## src/rtl/counter_arb_ctrl.sv

```systemverilog
// counter_arb_ctrl: round-robin arbiter lending one shared enable/overflow counter
// to R requesters for a per-request number of overflow periods.
//   clk      rising-edge clock
//   rst      asynchronous reset, active low
//   req      level requests, held until done or abort
//   cycles   overflow periods wanted, sampled at grant (0 means 2**CYC_W)
//   ov       shared counter overflow pulse
//   cnt_rst  synchronous clear to the shared counter
//   cnt_ce   count enable to the shared counter
//   gnt      one-hot grant
//   done     one-hot completion pulse
//   busy     arbiter not idle
//   err      sticky watchdog flag
// Define COUNTER_ARB_WDOG_EN to add the missing-overflow watchdog; otherwise err is 0.
module counter_arb_ctrl #(
   parameter int N     = 3,
   parameter int R     = 4,
   parameter int CYC_W = 4
) (
   input  logic             clk,
   input  logic             rst,
   input  logic [R-1:0]     req,
   input  logic [CYC_W-1:0] cycles,
   input  logic             ov,
   output logic             cnt_rst,
   output logic             cnt_ce,
   output logic [R-1:0]     gnt,
   output logic [R-1:0]     done,
   output logic             busy,
   output logic             err
);
   localparam int IW = $clog2(R);
   localparam int RW = CYC_W + 1;

   typedef enum logic [1:0] {IDLE, CLEAR, RUN, DONE} state_t;

   state_t        state;
   logic [IW-1:0] ptr, win, pick, nxt, idx;
   logic [RW-1:0] remain;
   logic          wd_trip;

   if (R < 2 || N < 1) begin : g_param_check
      $error("counter_arb_ctrl: need R >= 2 and N >= 1");
   end

   // Scanning downward lets the lowest offset from the pointer win.
   always_comb begin
      pick = ptr;
      idx  = '0;
      for (int i = R - 1; i >= 0; i--) begin
         idx = IW'((int'(ptr) + i) % R);
         if (req[idx]) pick = idx;
      end
   end

   assign nxt = (win == IW'(R - 1)) ? '0 : win + 1'b1;

`ifdef COUNTER_ARB_WDOG_EN
   logic [N:0] wd;
   // Trips on the 2**(N+1)-th consecutive RUN clock without an overflow.
   assign wd_trip = (state == RUN) && !ov && (&wd);
   always_ff @(posedge clk or negedge rst) begin
      if (!rst) begin
         wd  <= '0;
         err <= 1'b0;
      end else begin
         wd  <= (state == RUN && !ov) ? wd + 1'b1 : '0;
         err <= err | wd_trip;
      end
   end
`else
   assign wd_trip = 1'b0;
   assign err     = 1'b0;
`endif

   always_ff @(posedge clk or negedge rst) begin
      if (!rst) begin
         state   <= IDLE;
         gnt     <= '0;
         done    <= '0;
         cnt_rst <= 1'b1;
         cnt_ce  <= 1'b0;
         busy    <= 1'b0;
         ptr     <= '0;
         win     <= '0;
         remain  <= '0;
      end else begin
         done <= '0;
         case (state)
            IDLE: if (|req) begin
               state  <= CLEAR;
               win    <= pick;
               gnt    <= R'(1) << pick;
               remain <= (cycles == '0) ? RW'(1) << CYC_W : {1'b0, cycles};
               busy   <= 1'b1;
            end
            CLEAR, RUN: begin
               // A dropped request beats a coincident final overflow.
               if (!req[win] || wd_trip) begin
                  state   <= IDLE;
                  gnt     <= '0;
                  cnt_ce  <= 1'b0;
                  cnt_rst <= 1'b1;
                  busy    <= 1'b0;
                  ptr     <= nxt;
               end else if (state == CLEAR) begin
                  state   <= RUN;
                  cnt_rst <= 1'b0;
                  cnt_ce  <= 1'b1;
               end else if (ov && remain == RW'(1)) begin
                  state   <= DONE;
                  done    <= R'(1) << win;
                  gnt     <= '0;
                  cnt_ce  <= 1'b0;
                  cnt_rst <= 1'b1;
                  ptr     <= nxt;
               end else if (ov) begin
                  remain <= remain - RW'(1);
               end
            end
            DONE: begin
               state <= IDLE;
               busy  <= 1'b0;
            end
            default: state <= IDLE;
         endcase
      end
   end
endmodule

```

## config.mk

```make
export PLATFORM = sky130hd
export DESIGN_NAME = counter_arb_ctrl
export DESIGN_NICKNAME = d
export VERILOG_FILES = /design/src/rtl/counter_arb_ctrl.sv
export SDC_FILE = /design/constraint.sdc
export NUM_CORES = 1
export LEC_CHECK = 0
export BUFFER_PORTS_ARGS = -buffer_cell sky130_fd_sc_hd__clkbuf_2
export CAP_MARGIN = 20
export CORE_MARGIN = 2
export CORE_UTILIZATION = 49
export DETAILED_ROUTE_END_ITERATION = 10
export GPL_TIMING_DRIVEN = 0
export MAX_ROUTING_LAYER = met4
export PLACE_DENSITY = 0.78
export SYNTH_ARGS = -nofsm -noshare
export SYNTH_HDL_FRONTEND = slang
export SYNTH_SLANG_ARGS = --single-unit
```

## constraint.sdc

```tcl
create_clock -name clk -period 2.9 [get_ports clk]
set_clock_uncertainty 0.05 [all_clocks]
set_input_delay 0.87 -clock clk [delete_from_list [all_inputs] [get_ports clk]]
set_output_delay 0.87 -clock clk [all_outputs]
set_load 0.01 [all_outputs]
```

; Word-level counts from Yosys, hierarchy flattened
; Index checks and enable logic that the tools add are counted.
; Widths: inputs -> output; s select.
[totals]
input_bits = 11
out_inout_bits = 12
wordCells = 99
regBits = 22
[classes]
reduce_logical = 13
n_lt_le_gt_ge = 5
shifts = 2
eq_ne = 17
mux = 48
add_sub_neg = 5
[ops]
columns = operator, count
row1 = $mux 4, 8
row2 = $mux 5, 6
row3 = $mux 2, 12
row4 = $lt 2x3->1 const B, 5
row5 = $ne 2x2->1 const B, 7
row6 = $mux 1, 13
row7 = $bmux 1 s2, 5
row8 = $pmux 5 s2, 1
row9 = $pmux 4 s2, 1
row10 = $reduce_and 2->1, 4
row11 = $shl 1x2->4 const A, 2
row12 = $eq 2x2->1 const B, 3
row13 = $ne 3x3->1 const B, 2
row14 = $pmux 2 s3, 1
row15 = $reduce_and 6->1, 1
row16 = $eq 5x1->1 const B, 1
row17 = $sub 5x1->5 const B, 1
row18 = $add 2x1->2 const B, 2
row19 = $add 2x2->2 const B, 2
row20 = $logic_not 4->1, 1
row21 = $ne 4x4->1 const B, 1
row22 = $reduce_and 4->1, 1
row23 = $reduce_or 4->1, 1
row24 = $ne 3x1->1 const B, 1
row25 = 8 further kinds, 8

; Depth between registers and ports, before layout
; Gate-level depths: netlist of the first run.
[logic_depth]
ltp_word = 10
ltp_mapped = 7
depth_no_buf = 6

; Least setup slack after synthesis of the first run
; No wires, ideal clock.
[synth_timing]
path_kind = in2reg
from = in req[3]
to = reg cnt_ce
arrival_time_ns = 1.945
path_buffers = 1
required_time_ns = 2.729
path_slack_ns = 0.784
setup_ns = 0.121
stages = 4
path_cell_list = mux4_2 and2_1 buf_2 a22o_1
[synth_between]
elab_chain_len = 4
elab_cells_between_ends = 5
[synth_rtl]
columns = element, line
row1 = "start, declared", 22  ; input logic [R-1:0] req,
row2 = $bmux 1 s2 *, 99  ; if (!req[win] || wd_trip) begin
row3 = $mux 1 (implied by the code) *, 99
row4 = $ne 3x1->1 (no source line), n/a
row5 = $reduce_and 2->1 (no source line), n/a
row6 = "end signal, assigned", 102  ; cnt_ce <= 1'b0;
row7 = "end signal, assigned", 109  ; cnt_ce <= 1'b1;
row8 = "end signal, assigned", 114  ; cnt_ce <= 1'b0;
row9 = "end, declared", 26  ; output logic cnt_ce,
; Every way passes the cells marked *; elsewhere a longest branch is shown, timed or not. The select of a mux whose other input is x is not followed.
; A chain may end at the register's enable or synchronous reset.

; Worst setup path in the final report of the first run
[layout_timing]
from = in req[2]
to = reg remain[0]
[layout_between]
elab_chain_len = 4
elab_cells_between_ends = 6
[layout_rtl]
columns = element, line
row1 = $bmux 1 s2, 99
row2 = $mux 1 (implied by the code), 99
row3 = $ne 2x2->1 (no source line), n/a
row4 = $reduce_and 6->1 (no source line) *, n/a
row5 = "end signal, assigned", 94  ; remain <= (cycles == '0) ? RW'(1) << CYC_W : {1'b0, cycles};
row6 = "end signal, assigned", 118  ; remain <= remain - RW'(1);
row7 = "end, declared", 39  ; logic [RW-1:0] remain;
; Marked as above.

==> results of run 1 <==
## power groups by stage
stage                     clock network [mW]  logic [mW]  registers (mW)
after floorplan                            0       0.674           0.558
after detailed placement                   0       0.933           0.564
after global placement                     0       0.894           0.553
after global routing                   0.163        1.06           0.576
final                                  0.151       0.940           0.559
after CTS                              0.154       0.940           0.558
## per-layer routing
metal  track usage [%]  vias up
li1                  -      588
met1              29.0      586
met2              33.0       38
met3              3.40        5
met4              9.63        0
met5                 -        -
## Yosys cell counts, drive strengths merged (2+ instances only)
library cell  instances
mux2i                 2
nor3                  4
buf                   2
and2                  2
clkbuf                3
o211ai                2
ha                    9
or4                   2
nor4                  2
nor2b                 3
o221ai                2
and3                  4
mux2                  2
o22a                  2
inv                  13
a211oi                2
dfrtp                21
a21oi                11
nand4                 2
o21ai                 8
nand2                 9
nor2                  9
a32o                  4
## kinds of logic (layout without fill, tap and decap cells)
| logic type | after synthesis | after routing | synth area share (%) |
|---|---|---|---|
| AO/OA/AOI/OAI | 46 | 46 | 24.8 |
| multiplexers | 5 | 5 | 4.71 |
| AND/OR/NAND/NOR | 42 | 42 | 16.8 |
| flip-flops | 22 | 22 | 39.9 |
| other | 1 | 1 | 0.271 |
| buffers and inverters | 18 | 43 | 5.25 |
| adder cells (fa/ha/maj) | 9 | 9 | 8.15 |
## worst register-to-register path, stage by stage (launching register included)
cell and delay [ps]:
dfrtp_1 430, inv_1 110, ha_1 160, nand4bb_1 200, nor3_1 470, o221ai_1 350
a32o_1 290
## metrics by stage
step	total power, mW	hold slack, ps	utilization (%)
after floorplan	1.23	459	-
after global placement	1.45	428	56.3
after detailed placement	1.50	447	56.3
after CTS	1.65	470	57.2
after global routing	1.80	482	57.2
final	1.65	449	57.2
## area by class of cell
type / count / area [sq um] / area share (%)
clock buffer: 4 / 26.3 / 1.69
inverter: 13 / 48.8 / 3.15
sequential: 22 / 552 / 35.6
tap: 31 / 38.8 / 2.50
buffer: 5 / 23.8 / 1.53
timing repair buffer: 21 / 105 / 6.77
multi-input combinational: 103 / 757 / 48.8
## state kept, by name (all words and copies together), names as in the netlist
name	cells
gnt	4
win	2
done	4
state	2
ptr	2
cnt_ce	1
busy	1
cnt_rst	1
remain	5
## worst paths after layout
check / cells past startpoint / from / slack (ps) / endpoint
max in group asynchronous: 1 / rst / 1970 / cnt_rst
min reg2reg: 1 / gnt[3] / 470 / gnt[3]
min: 1 / rst / 450 / remain[4]
max: 5 / req[2] / 710 / remain[0]
min in group clk: 1 / gnt[3] / 470 / gnt[3]
max reg2reg: 6 / remain[1] / 750 / gnt[0]
==> metrics.txt, run 1 <==
# TYPE chip_impl_metric gauge
chip_impl_metric{name="cts.reportedPaths.clkPinSlew",unit="ps"} 130
chip_impl_metric{name="setup_tns",unit="ps"} 0
chip_impl_metric{name="max-cap-violations",unit=""} 0
chip_impl_info{name="leading_cell_types_in_the_layout_fill_and_taps_excluded",value="dfrtp_1, clkbuf_2, inv_1"} 1
chip_impl_metric{name="remaining_drc_errors",unit=""} 0
chip_impl_metric{name="route.layer.met1.wl",unit="microns"} 1360
chip_impl_metric{name="dieWidth",unit="microns"} 57.1
chip_impl_metric{name="number_of_antenna_violations_at_the_first_check_in_global_routing",unit=""} 0
chip_impl_metric{name="drive_gt1_share",unit="%"} 21.4
chip_impl_info{name="ys_top_cells_by_area",value="dfrtp_1, ha_1, a21oi_1"} 1
chip_impl_metric{name="sequentialPowerShare",unit="%"} 33.9
chip_impl_info{name="highest_layer",value="met4"} 1
chip_impl_metric{name="critical_path.max_stage_delay",unit="ps"} 710
chip_impl_info{name="unrepaired_setup_endpoints_after_global_routing",value="no"} 1
chip_impl_metric{name="detail_route.wl_per_cell",unit="microns"} 15.7
chip_impl_metric{name="grt_start_max_net_pins",unit=""} 23
chip_impl_metric{name="met3RoutedLength",unit="microns"} 147
chip_impl_metric{name="power.switching_fraction",unit="%"} 46.7
chip_impl_metric{name="first_pass_iteration_count_of_the_detailed_router",unit=""} 4
chip_impl_metric{name="critical_path.max_fanout",unit=""} 7
chip_impl_metric{name="final_min_period_over_clock_period",unit="%"} 75.6
chip_impl_metric{name="core_region_area",unit="sq mm"} 0.00271
chip_impl_metric{name="insertedDiodeCount",unit=""} 0
chip_impl_info{name="leading_register_cell_type_out_of_synthesis",value="dfrtp_1"} 1
chip_impl_metric{name="worst_slew_margin_rel",unit="%"} 53.0
chip_impl_metric{name="vias_in_the_first_global_route",unit=""} 1171
chip_impl_metric{name="ioPinCount",unit=""} 23
chip_impl_metric{name="post_route_standard_cell_area_excluding_fillers",unit="sq mm"} 0.00155
chip_impl_metric{name="critPathRequiredTime",unit="ps"} 3050
chip_impl_metric{name="floorplan.initialDensity",unit="%"} 51.0
chip_impl_metric{name="final.fill_count",unit=""} 260
chip_impl_info{name="worstSetupEndpointType",value="register"} 1
chip_impl_info{name="critical_path_class",value="input port to register"} 1
chip_impl_metric{name="synth.top_cell.area_share",unit="%"} 38.0
chip_impl_metric{name="dieArea",unit="sq mm"} 0.00326
chip_impl_metric{name="maxSlewViolCount",unit=""} 0
chip_impl_metric{name="routed-via-count",unit=""} 1217
chip_impl_metric{name="met2_wirelength_from_detailed_routing",unit="microns"} 1560
chip_impl_metric{name="synth_enable_flop_cells",unit=""} 0
chip_impl_metric{name="synth-seq-cells",unit=""} 22
chip_impl_info{name="cp_cell_sequence",value="clkbuf_2 -> o41ai_2 -> nor2_1 -> a32oi_1 -> o311ai_1"} 1
chip_impl_metric{name="netlist_area",unit="sq mm"} 0.00138
chip_impl_info{name="cpMaxStageDelayCell",value="o41ai_2"} 1
chip_impl_metric{name="core.rowCount",unit=""} 19
chip_impl_metric{name="htree_num_levels",unit=""} 1
chip_impl_metric{name="p_leak",unit="nW"} 0.733
chip_impl_metric{name="num-nets-final",unit=""} 189
chip_impl_info{name="path_category_of_the_worst_min_delay_check",value="input port to asynchronous set/reset pin"} 1
chip_impl_metric{name="post_synthesis_average_cell_area",unit="sq um"} 9.66
chip_impl_metric{name="hold_buffers",unit=""} 0
chip_impl_metric{name="clkPwrFrac",unit="%"} 9.2
chip_impl_info{name="synth_top_area_cell",value="dfrtp_1"} 1
chip_impl_metric{name="drt_first_iter_violations",unit=""} 49
chip_impl_metric{name="fmax",unit="MHz"} 456
chip_impl_metric{name="worst-endpoint-arrival",unit="ps"} 2350
chip_impl_metric{name="power.ir.vdd_worst",unit="uV"} 653
chip_impl_metric{name="max-clock-path-buffers",unit=""} 2
chip_impl_metric{name="yosys.cell_types.count",unit=""} 51
chip_impl_metric{name="grtUsageTotal",unit="%"} 21.8
chip_impl_metric{name="net-switching-power",unit="mW"} 0.771
chip_impl_metric{name="setup_bufs_post_cts",unit=""} 0
chip_impl_metric{name="final.setup.worst_slack",unit="ps"} 707
chip_impl_metric{name="final_hold_viol_count",unit=""} 0
chip_impl_metric{name="place_worst_setup_slack",unit="ps"} 403
chip_impl_metric{name="io_buffers",unit=""} 21
chip_impl_metric{name="overflow",unit=""} 0
chip_impl_metric{name="number_of_nets_with_antenna_violations_after_routing",unit=""} 0
chip_impl_metric{name="pwr_density_cell",unit="mW/mm^2"} 1060
chip_impl_metric{name="max_slew.worst_pin.slew",unit="ps"} 697
chip_impl_info{name="clock_tree.root_cell",value="clkbuf_4"} 1
chip_impl_info{name="cp_top_family",value="compound AO/OA/AOI/OAI gates"} 1
chip_impl_info{name="startpoint_type",value="input port"} 1
chip_impl_metric{name="cts_made_buffers",unit=""} 3
chip_impl_metric{name="timing.final.setup_violations",unit=""} 0
chip_impl_metric{name="cts.sinks",unit=""} 22
chip_impl_metric{name="gp_routability_congestion",unit=""} 0.901
chip_impl_info{name="status",value="finished clean"} 1
chip_impl_metric{name="cell_internal_pwr",unit="mW"} 0.880
chip_impl_metric{name="postPlaceCellArea",unit="sq mm"} 0.00153
chip_impl_metric{name="post-place-cells",unit=""} 195
chip_impl_metric{name="drt_wl_total",unit="microns"} 3120
chip_impl_metric{name="clk_latency",unit="ps"} 320
chip_impl_metric{name="synth_fp_nets",unit=""} 163
chip_impl_metric{name="post_layout_nonfiller_instances",unit=""} 199
chip_impl_metric{name="yosys_warnings",unit=""} 0
chip_impl_metric{name="comb_power_share",unit="%"} 57.0
chip_impl_metric{name="syn_inst",unit=""} 143
chip_impl_metric{name="ys_seq_area_share",unit="%"} 39.9
chip_impl_metric{name="cts_resized",unit=""} 0
chip_impl_metric{name="die_h",unit="microns"} 57.1
chip_impl_metric{name="first_pass_grt_wire_length",unit="microns"} 5380
chip_impl_metric{name="drt-vias-per-instance",unit=""} 6.12
chip_impl_info{name="tritoncts",value="built"} 1
chip_impl_metric{name="critical_path.n_buffers_inverters",unit=""} 1
chip_impl_metric{name="post-dp-hpwl",unit="microns"} 2390
chip_impl_metric{name="fin_crit_period",unit="ps"} 2190
chip_impl_metric{name="layout-area-overhead-vs-synth",unit="%"} 12.3
chip_impl_metric{name="synth_async_sr_flop_share",unit="%"} 100
(Power assumes the default switching activity.)
==> run 2: changes to the inputs <==
--- a/config.mk
+++ b/config.mk
@@ -12,7 +12,7 @@
 export DETAILED_ROUTE_END_ITERATION = 10
 export GPL_TIMING_DRIVEN = 0
 export MAX_ROUTING_LAYER = met4
-export PLACE_DENSITY = 0.78
+export PLACE_DENSITY = 0.81
 export SYNTH_ARGS = -nofsm -noshare
 export SYNTH_HDL_FRONTEND = slang
 export SYNTH_SLANG_ARGS = --single-unit
==> constraint.sdc (replaced) <==
create_clock -name clk -period 1.92 [get_ports clk]
set_clock_uncertainty 0.05 [all_clocks]
set_input_delay 0.576 -clock clk [delete_from_list [all_inputs] [get_ports clk]]
set_output_delay 0.576 -clock clk [all_outputs]
set_load 0.01 [all_outputs]
==> run 2 against run 1 <==
Net effect: first-iteration DRC count did not move; clock power increased by 50%; critical path depth unchanged; wire length is 5.4% higher; final cell count grew 0.50%; largest power group unchanged.
==> metrics.txt, run 2 (synthesis gave the netlist of run 1 again) <==
# TYPE chip_impl_metric gauge
chip_impl_metric{name="critical_path.max_fanout",unit=""} 10
chip_impl_metric{name="remaining_drc_errors",unit=""} 0
chip_impl_info{name="cp_cell_sequence",value="inv_1 -> ha_1 -> buf_2 -> o21ai_1 -> mux2_1"} 1
chip_impl_metric{name="finish.utilization",unit="%"} 59.6
chip_impl_metric{name="final.setup.worst_slack",unit="ps"} 66.2
chip_impl_metric{name="detail_route.wl_per_cell",unit="microns"} 16.4
chip_impl_metric{name="post_layout_nonfiller_instances",unit=""} 200
chip_impl_info{name="worstSetupEndpointType",value="register"} 1
chip_impl_metric{name="number_of_antenna_violations_at_the_first_check_in_global_routing",unit=""} 0
chip_impl_metric{name="final_min_period_over_clock_period",unit="%"} 96.6
chip_impl_metric{name="vias_in_the_first_global_route",unit=""} 1160
chip_impl_metric{name="io_buffers",unit=""} 21
chip_impl_metric{name="max-cap-violations",unit=""} 0
chip_impl_metric{name="timing.final.setup_violations",unit=""} 0
chip_impl_metric{name="drt_wl_total",unit="microns"} 3290
chip_impl_metric{name="final_hold_viol_count",unit=""} 0
chip_impl_metric{name="power.ir.vdd_worst",unit="uV"} 1020
chip_impl_metric{name="cts.sinks",unit=""} 22
chip_impl_metric{name="insertedDiodeCount",unit=""} 0
chip_impl_info{name="status",value="finished clean"} 1
chip_impl_info{name="layout_top_registers",value="remain (5), done (4), gnt (4)"} 1
chip_impl_info{name="startpoint_type",value="register"} 1
chip_impl_metric{name="critPathRequiredTime",unit="ps"} 2060
chip_impl_metric{name="p_leak",unit="nW"} 0.753
chip_impl_metric{name="register_area",unit="sq um"} 553
chip_impl_metric{name="core.rowCount",unit=""} 19
chip_impl_metric{name="pwr_density_cell",unit="mW/mm^2"} 1600
chip_impl_metric{name="critical_path.max_stage_delay",unit="ps"} 440
chip_impl_metric{name="floorplan.initialDensity",unit="%"} 51.0
chip_impl_metric{name="core_region_area",unit="sq mm"} 0.00271
chip_impl_metric{name="die_h",unit="microns"} 57.1
chip_impl_metric{name="cts.reportedPaths.clkPinSlew",unit="ps"} 140
chip_impl_metric{name="clkPwrFrac",unit="%"} 8.7
chip_impl_metric{name="htree_num_levels",unit=""} 1
chip_impl_info{name="largest_register",value="remain"} 1
chip_impl_metric{name="area_used_by_multi_input_combinational_logic",unit="sq um"} 810
chip_impl_metric{name="worst_slew_margin_rel",unit="%"} 51.9
chip_impl_info{name="cpMaxStageDelayCell",value="dfrtp_1"} 1
chip_impl_metric{name="drt_first_iter_violations",unit=""} 49
chip_impl_metric{name="first_pass_grt_wire_length",unit="microns"} 5330
chip_impl_metric{name="comb_power_share",unit="%"} 58.0
chip_impl_info{name="leading_cell_type_in_the_layout_fill_and_taps_excluded",value="clkbuf_2"} 1
chip_impl_metric{name="drt-vias-per-instance",unit=""} 6.23
chip_impl_metric{name="place_worst_setup_slack",unit="ps"} -347
chip_impl_metric{name="net-switching-power",unit="mW"} 1.21
chip_impl_metric{name="grtUsageTotal",unit="%"} 21.4
chip_impl_info{name="clock_tree.root_cell",value="clkbuf_4"} 1
chip_impl_metric{name="max-clock-path-buffers",unit=""} 2
chip_impl_metric{name="maxSlewViolCount",unit=""} 0
chip_impl_info{name="cp_top_family",value="flip-flops"} 1
chip_impl_metric{name="hold_buffers",unit=""} 0
chip_impl_metric{name="worst-endpoint-arrival",unit="ps"} 2000
chip_impl_metric{name="sequentialPowerShare",unit="%"} 33.3
chip_impl_info{name="path_category_of_the_worst_min_delay_check",value="input port to asynchronous set/reset pin"} 1
chip_impl_info{name="tritoncts",value="built"} 1
chip_impl_metric{name="final.fill_count",unit=""} 252
chip_impl_metric{name="cts_made_buffers",unit=""} 3
chip_impl_metric{name="dieArea",unit="sq mm"} 0.00326
chip_impl_metric{name="number_of_flip_flops_in_the_largest_register",unit=""} 5
chip_impl_metric{name="fin_crit_period",unit="ps"} 1850
chip_impl_metric{name="ioPinCount",unit=""} 23
chip_impl_metric{name="dieWidth",unit="microns"} 57.1
chip_impl_metric{name="max_slew.worst_pin.slew",unit="ps"} 713
chip_impl_metric{name="post-place-cells",unit=""} 195
chip_impl_metric{name="post-dp-hpwl",unit="microns"} 2400
chip_impl_metric{name="fin_hold_ws",unit="ps"} 161
chip_impl_metric{name="clk_latency",unit="ps"} 320
chip_impl_info{name="leading_cell_types_in_the_layout_fill_and_taps_excluded",value="clkbuf_2, dfrtp_1, inv_1"} 1
chip_impl_metric{name="drive_gt1_share",unit="%"} 27.2
chip_impl_metric{name="gp_routability_congestion",unit=""} 0.950
chip_impl_metric{name="fmax",unit="MHz"} 539
chip_impl_metric{name="number_of_nets_with_antenna_violations_after_routing",unit=""} 0
chip_impl_info{name="critical_path_class",value="register to register"} 1
chip_impl_metric{name="power.switching_fraction",unit="%"} 47.0
chip_impl_metric{name="grt_start_max_net_pins",unit=""} 23
chip_impl_metric{name="num-nets-final",unit=""} 190
chip_impl_metric{name="cell_internal_pwr",unit="mW"} 1.37
chip_impl_metric{name="critical_path.n_buffers_inverters",unit=""} 2
chip_impl_metric{name="overflow",unit=""} 0
chip_impl_metric{name="design_power_total",unit="mW"} 2.58
chip_impl_metric{name="routed-via-count",unit=""} 1246
chip_impl_metric{name="first_pass_iteration_count_of_the_detailed_router",unit=""} 4
chip_impl_metric{name="layout-area-overhead-vs-synth",unit="%"} 16.9
run 2: area by class of cell:
class	instances	area share, %
sequential	22	34.2
multi-input combinational	103	50.1
timing repair buffer	22	6.97
clock buffer	4	1.63
tap	31	2.40
buffer	5	1.63
inverter	13	3.02
run 2: layer usage:
layer	routed length, microns	vias to the layer above	global-route usage (%)
li1	-	584	-
met4	51	0	6.64
met3	182	8	3.63
met1	1350	609	25.6
met2	1710	45	36.8
met5	0	-	-
run 2: power by group through the flow:
stage          clock [mW]  combinational, mW  sequential, mW
2_1_floorplan           0               1.02           0.843
3_3_place_gp            0               1.36           0.834
3_5_place_dp            0               1.41           0.851
4_1_cts             0.226               1.45           0.848
5_1_grt             0.243               1.65           0.886
6_report            0.226               1.50           0.859
run 2: per-stage QoR:
| stage | area (sq um) | TNS, ps |
|---|---|---|
| final | 1620 | 0 |
| after global routing | 1620 | -12.9 |
| after floorplan | 1380 | 0 |
| after global placement | 1530 | -2940 |
| after CTS | 1580 | 0 |
| after detailed placement | 1530 | -3630 |
run 2: final timing paths:
check / from / endpoint / slack, ps / depth (start not counted)
worst max-delay path: state[0] / ptr[1] / 70 / 5
worst min register to register: busy / busy / 450 / 1
worst max register to register: state[0] / ptr[1] / 70 / 5
max in group asynchronous: rst / win[0] / 1240 / 1
worst min-delay path: rst / remain[4] / 160 / 1
min in group clk: busy / busy / 450 / 1
run 2: repair_timing:
item                                    CTS  global route
endpoints found under the setup margin   10            12
pin swaps                                 0             2
setup buffers                             0             1
gates resized for setup                   6             7
hold endpoints to repair                  0             0
